==> config.mk <==
export PLATFORM = sky130hd
export DESIGN_NAME = sat_counter
export DESIGN_NICKNAME = d
export VERILOG_FILES = /design/src/rtl/udp_rx_checker_sat_counter.sv
export SDC_FILE = /design/constraint.sdc
export NUM_CORES = 1
export LEC_CHECK = 0
export CAP_MARGIN = 10
export CORE_MARGIN = 5
export CORE_UTILIZATION = 51
export DETAILED_ROUTE_END_ITERATION = 12
export PLACE_DENSITY = 0.81
export SYNTH_ARGS = -nofsm -noshare
export SYNTH_HDL_FRONTEND = slang
export SYNTH_SLANG_ARGS = --single-unit
==> constraint.sdc <==
create_clock -name clk -period 4.6 [get_ports clk]
set_input_delay 0.69 -clock clk [delete_from_list [all_inputs] [get_ports clk]]
set_output_delay 0.69 -clock clk [all_outputs]
set_load 0.02 [all_outputs]
==> src/rtl/udp_rx_checker_sat_counter.sv <==
// sat_counter: saturating accumulator with variable increment and synchronous clear
module sat_counter #(
    parameter int W = 32
) (
    input  logic         clk,
    input  logic         rstn,
    input  logic         clr,
    input  logic [W-1:0] inc,
    output logic [W-1:0] cnt
);

    logic [W:0]   sum;
    logic [W-1:0] cnt_q, cnt_d;

    // add with carry out; a carry pins the count at all-ones
    always_comb begin
        sum   = {1'b0, cnt_q} + {1'b0, inc};
        cnt_d = clr ? '0 : (sum[W] ? '1 : sum[W-1:0]);
    end

    // count register
    always_ff @(posedge clk or negedge rstn) begin
        if (!rstn) cnt_q <= '0;
        else       cnt_q <= cnt_d;
    end

    assign cnt = cnt_q;

endmodule

==> reports/qor.yml, run 1 <==
detailed_routing:
  drtIter0Drc: 212
  first_pass_iters: 4
  wirelength_um: 7690
  drc: 0
  drtAntennaViolNets: 0
  vias: 2874
  wire_per_inst_um: 16.3
  viasPerCell: 6.09
floorplanning:
  pin_count: 67
  core_area_mm2: 0.00554
  die_w_um: 85.7
  die_area_mm2: 0.00735
  die_h_um: 85.7
  start_util_pct: 52.8
  row_count: 27
power_and_ir_drop:
  p_per_area_mw_per_mm2: 729
  totalPowerFinal_uw: 2680
  p_leak_uw: 0.00162
  peakVddDrop_v: 0.000341
layout:
  fillers: 506
  multi_input_area_mm2: 0.00198
  fin_area_mm2: 0.00367
  register_area_um2: 801
  layout-drive-gt1-share_pct: 3.25
  diodes: 0
  layout.nets: 467
  largest_reg_flops: 32
  synthToLayoutAreaGrowth_pct: 25.7
synth:
  ys_async_sr_fraction_pct: 100
  syn_area_mm2: 0.00292
  ys_seq_area_share_pct: 27.4
  ys_types: 51
  synth_seq_cells: 32
  synth_top_cell_area_share_pct: 27.4
  synthFlopType: "dfrtp_1"
  yosysWarnings: 0
  yosys.area.top_type: "dfrtp_1"
  synthTopCellsByCount: "62 x a21oi_1, 32 x dfrtp_1, 32 x ha_1"
  synth_nets: 414
  synthTopCellsByArea: "dfrtp_1 27%, ha_1 14%, a21oi_1 11%"
  yosysMostFrequentCell: "a21oi_1"
  netlist_instances: 346
  syn-mean-instance-area_um2: 8.45
  synth_edf_count: 0
critical_path:
  cp_common_cell: "o21a_1"
  path_buf_inv: 1
  end_kind: "flip-flop"
  crit_chain: "clkdlybuf4s50_1 > ha_1 > fa_1 > a211oi_1 > o21a_1 > o211ai_1 > o21a_1 > o31a_1 > nor2_4 > a41oi_1"
  critical-path-max-stage-delay_ns: 0.57
  crit_fanout: 28
  cp.required_ns: 4.70
  worst_setup_path_start_kind: "input port"
  worstSetupPathType: "in -> reg"
  critPathTopFamily: "compound AO/OA/AOI/OAI gates"
  arrival_ns: 3.72
  critical-path-slowest-cell: "nor2_4"
placement:
  postPlaceCellArea_mm2: 0.00358
  hpwlAfterDp_um: 5860
  dpl_worst_slack_ns: 0.727
  gp_congestion: 0.918
  io_buffers: 66
timing:
  period_share_pct: 78.7
  drv_slew: 0
  hold_viol: 0
  slew_headroom_pct: 24.4
  finClkSkew_ns: 0.00596
  fin_crit_ns: 3.62
  max_freq_mhz: 276
  whs_ns: 0.623
  tns_ns: 0
  setup_viol: 0
  rsz0062_at_grt: "no"
  worst_pin_slew_ns: 1.13
  finalWorstSetupSlack_ns: 0.978
clock_tree:
  h-tree-depth: 2
  clock-sinks: 32
  clkTransAtPathRegs_ns: 0.07
  ctsLongestPathBuffers: 2
  root_buffer: "clkbuf_8"
  cts_tree: "yes"
  cts_buffers: 5
  cts_hold_buf: 0
  post-cts-setup-buffer-count: 0
  clock_latency_ns: 0.28
  post_cts_resized: 0
outcome:
  status: "completed"
global_route:
  antenna_found_initial: 0
  grt-ovfl-total: 0
  grt_pass1_vias: 2826
  grt_max_degree: 33
  grt_pass1_wl_um: 13100
  track_usage_pct: 21.4
run:
  maxCapViolCount: 0
min_path:
  hold_path.class: "reg -> reg"
==> stage by stage <==
stage          instances  utilization (%)
3_5_place_dp         464             64.7
5_1_grt              472             66.3
2_1_floorplan        346                -
3_3_place_gp         464             64.7
4_1_cts              472             66.3
6_report             472             66.3
==> routing by layer <==
layer / up-vias / track usage, % / share of wire (%)
li1: 1423 / - / -
met2: 94 / 35.1 / 47
met5: - / 0 / 0
met4: 0 / 5.90 / 1.2
met3: 12 / 3.75 / 5.7
met1: 1345 / 29.0 / 46
==> final cells by class <==
cell class,instances,area share (%)
clock buffers,8,2.45
multi-input cells,280,53.8
inverters,13,1.33
repair buffers,67,18.2
flip-flops and latches,32,21.8
well taps,72,2.45
==> final timing paths <==
kind / cells past startpoint / startpoint / end / slack (ns)
setup reg to reg: 9 / cnt[0]$_DFF_PN0_ / cnt[27]$_DFF_PN0_ / 1.43
hold reg to reg: 2 / cnt[0]$_DFF_PN0_ / cnt[0]$_DFF_PN0_ / 0.62
min in group asynchronous: 2 / rstn / cnt[25]$_DFF_PN0_ / 0.82
hold / removal: 2 / cnt[0]$_DFF_PN0_ / cnt[0]$_DFF_PN0_ / 0.62
max in group asynchronous: 2 / rstn / cnt[4]$_DFF_PN0_ / 3.48
setup / recovery: 10 / inc[0] / cnt[27]$_DFF_PN0_ / 0.98
==> power by group <==
part           switching [uW]  leakage [uW]  total, uW  internal (uW)
clock network             107     0.0000455        229            122
logic                    1130       0.00117       1970            843
registers                73.3      0.000400        483            410
==> cells by family (layout without fill, tap and decap cells) <==
logic type / count (synthesis) / in the layout / synth area share (%)
AOI/OAI and AO/OA: 146 / 146 / 32.0
DFF: 32 / 32 / 27.4
adders and majority gates: 33 / 33 / 14.4
and+or+nand+nor: 74 / 74 / 13.1
muxes: 3 / 3 / 1.03
xor gates and xnor gates: 24 / 24 / 7.19
buffers and inverters: 34 / 88 / 5.01
==> placed cells by master (no fill, tap or decap), types with 6 or more instances in the layout <==
cell type	n
nand4_1	9
xnor2_1	12
o211ai_1	6
nor2_1	11
nand2_1	15
inv_1	13
xor2_1	12
ha_1	32
o21a_1	9
a21oi_1	62
nand3_1	13
dfrtp_1	32
and3_1	8
a31oi_1	6
clkbuf_8	6
clkdlybuf4s50_1	66
o21ai_0	14
nor3_1	10
a21o_1	13
==> worst register-to-register path, stage by stage (launching register included) <==
cell      delay [ns]
dfrtp_1         0.38
ha_1            0.23
fa_1            0.43
a211oi_1        0.33
o21a_1          0.22
o211ai_1        0.10
o21a_1          0.21
o31a_1          0.29
nor2_4          0.57
a41oi_1         0.22
Note: power is estimated with default switching activity, not from simulation.
==> inputs of run 2 (changes only) <==
Settings changed: CORE_UTILIZATION 51 to 46, PLACE_DENSITY 0.81 to 0.77.
Clock period 4.6 ns to 2.9 ns, I/O delays scaled along.
==> run 2 against run 1 <==
Critical path depth stayed put. Global-route usage is 0.22 points lower. Critical endpoint is now cnt[31]$_DFF_PN0_. Setup slack worse by 0.85 ns. Sequential share of layout area is 2.2 points lower. Die area is 9.6% higher.
==> reports/qor.yml, run 2 (synthesis gave the netlist of run 1 again) <==
critical_path:
  startpoint: "inc[0]"
  reg2reg_from: "cnt[0]$_DFF_PN0_"
  crit_chain: "clkdlybuf4s50_1 > ha_1 > fa_2 > a211oi_2 > o21a_1 > o211ai_1 > o21a_1 > o31a_1 > or2_4 > a22o_1"
  critPathTopFamily: "compound AO/OA/AOI/OAI gates"
  critical-path-slowest-cell: "clkdlybuf4s50_1"
  worstSetupPathType: "in -> reg"
  critical-path-max-stage-delay_ns: 0.41
  end_kind: "flip-flop"
  arrival_ns: 2.96
  worst_setup_path_start_kind: "input port"
  reg2reg_slack_ns: 0.31
  path_buf_inv: 1
  crit_fanout: 4
  cp.required_ns: 3.08
  cp_common_cell: "o21a_1"
timing:
  rsz0062_at_grt: "no"
  slew_headroom_pct: 69.8
  hold_viol: 0
  finalWorstSetupSlack_ns: 0.125
  fin_crit_ns: 2.78
  worst_pin_slew_ns: 0.449
  finClkSkew_ns: 0.00978
  setup_viol: 0
  period_share_pct: 95.7
  drv_slew: 0
  max_freq_mhz: 360
power_and_ir_drop:
  power.switching_uw: 2230
  pwr-share-seq_pct: 15.9
  clock_power_share_pct: 7.7
  peakVddDrop_v: 0.000632
  swShare_pct: 46.3
  p_int_uw: 2590
  p_per_area_mw_per_mm2: 1180
  p_leak_uw: 0.00188
  pwr-share-comb_pct: 76.5
min_path:
  hold_path.class: "in -> async"
layout:
  diodes: 0
  synthToLayoutAreaGrowth_pct: 40.1
  final_common_cell: "clkdlybuf4s50_1"
  fillers: 539
  stdcell_count: 528
  final_cell_mix: "66 x clkdlybuf4s50_1, 62 x a21oi_1, 50 x buf_4, 32 x ha_1, 32 x dfrtp_1"
  fin_area_mm2: 0.00410
  register_area_um2: 801
  layout-drive-gt1-share_pct: 15.1
  largest_reg_flops: 32
  layout.nets: 518
  multi_input_area_mm2: 0.00199
detailed_routing:
  wire_per_inst_um: 16.1
  first_pass_iters: 4
  vias: 3118
  viasPerCell: 5.91
  drtIter0Drc: 149
  wirelength_um: 8520
  drc: 0
  drtAntennaViolNets: 0
global_route:
  track_usage_pct: 21.2
  grt-ovfl-total: 0
  antenna_found_initial: 0
  grt_pass1_vias: 3288
  grt_pass1_wl_um: 14800
  grt_max_degree: 33
floorplanning:
  core_area_mm2: 0.00628
  die_area_mm2: 0.00805
  pin_count: 67
  row_count: 29
  die_h_um: 89.7
  start_util_pct: 46.6
  die_w_um: 89.7
clock_tree:
  clkTransAtPathRegs_ns: 0.08
  clock-sinks: 32
  clock_latency_ns: 0.29
  h-tree-depth: 2
  cts_buffers: 5
  root_buffer: "clkbuf_8"
  cts_tree: "yes"
  ctsLongestPathBuffers: 2
  cts_hold_buf: 0
placement:
  io_buffers: 66
  placed_cells: 519
  hpwlAfterDp_um: 6720
  gp_congestion: 0.884
  postPlaceCellArea_mm2: 0.00398
  dpl_worst_slack_ns: -0.338
run:
  maxCapViolCount: 0
outcome:
  status: "completed"
## run 2: cell types whose count changed in the layout (fill, tap and decap cells not counted)
cell       previous run  this run
o21ai_2               0         1
o21ai_1               4         3
a211oi_2              1         3
buf_12                0         1
a211oi_1              4         2
a2111oi_1             0         1
fa_1                  1         0
buf_6                 0         1
buf_4                 1        50
fa_2                  0         1
a2111oi_0             2         1
## run 2: power by group through the flow
| stage | Sequential, uW | Clock (uW) | Combinational [uW] |
|---|---|---|---|
| 2_1_floorplan | 1020 | 0 | 1960 |
| 3_3_place_gp | 768 | 0 | 3520 |
| 3_5_place_dp | 776 | 0 | 3580 |
| 4_1_cts | 769 | 376 | 3620 |
| 5_1_grt | 797 | 390 | 4020 |
| 6_report | 767 | 369 | 3690 |
## run 2: timing repair
item	4_1_cts	5_1_grt
setup buffers	0	1
endpoints found under the setup margin	16	32
pin swaps	0	1
gates resized for setup	1	5
## run 2: layout make-up
type	instances	share of cell area, %
clock buffer	8	2.20
inverter	13	1.19
timing repair buffer	118	26.0
sequential	32	19.5
multi-input combinational	280	48.7
tap	77	2.35
## run 2: layer usage
metal | part of all wire, % | GRT usage [%] | wire length, um | vias to the layer above
met5 | 0 | 0 | 0 | -
met1 | 45 | 26.4 | 3800 | 1478
met4 | 2.0 | 7.05 | 172 | 0
met2 | 48 | 36.0 | 4070 | 100
li1 | - | - | - | 1520
met3 | 5.6 | 4.67 | 477 | 20
## run 2: final timing paths
check | to | cells after the start
worst min-delay path | cnt[25]$_DFF_PN0_ | 2
worst min register to register | cnt[0]$_DFF_PN0_ | 2
worst max register to register | cnt[31]$_DFF_PN0_ | 9
max in group asynchronous | cnt[5]$_DFF_PN0_ | 2
worst max-delay path | cnt[31]$_DFF_PN0_ | 10
min in group clk | cnt[0]$_DFF_PN0_ | 2
## run 2: metrics by stage
| step | utilization, % | power, uW | setup TNS [ns] | hold WS [ns] |
|---|---|---|---|---|
| 2_1_floorplan | - | 2970 | 0 | 0.139 |
| 3_3_place_gp | 63.4 | 4290 | -6.28 | 0.621 |
| 3_5_place_dp | 63.4 | 4360 | -8.69 | 0.628 |
| 4_1_cts | 64.9 | 4760 | 0 | 0.564 |
| 5_1_grt | 65.3 | 5210 | 0 | 0.609 |
| 6_report | 65.3 | 4820 | 0 | 0.551 |
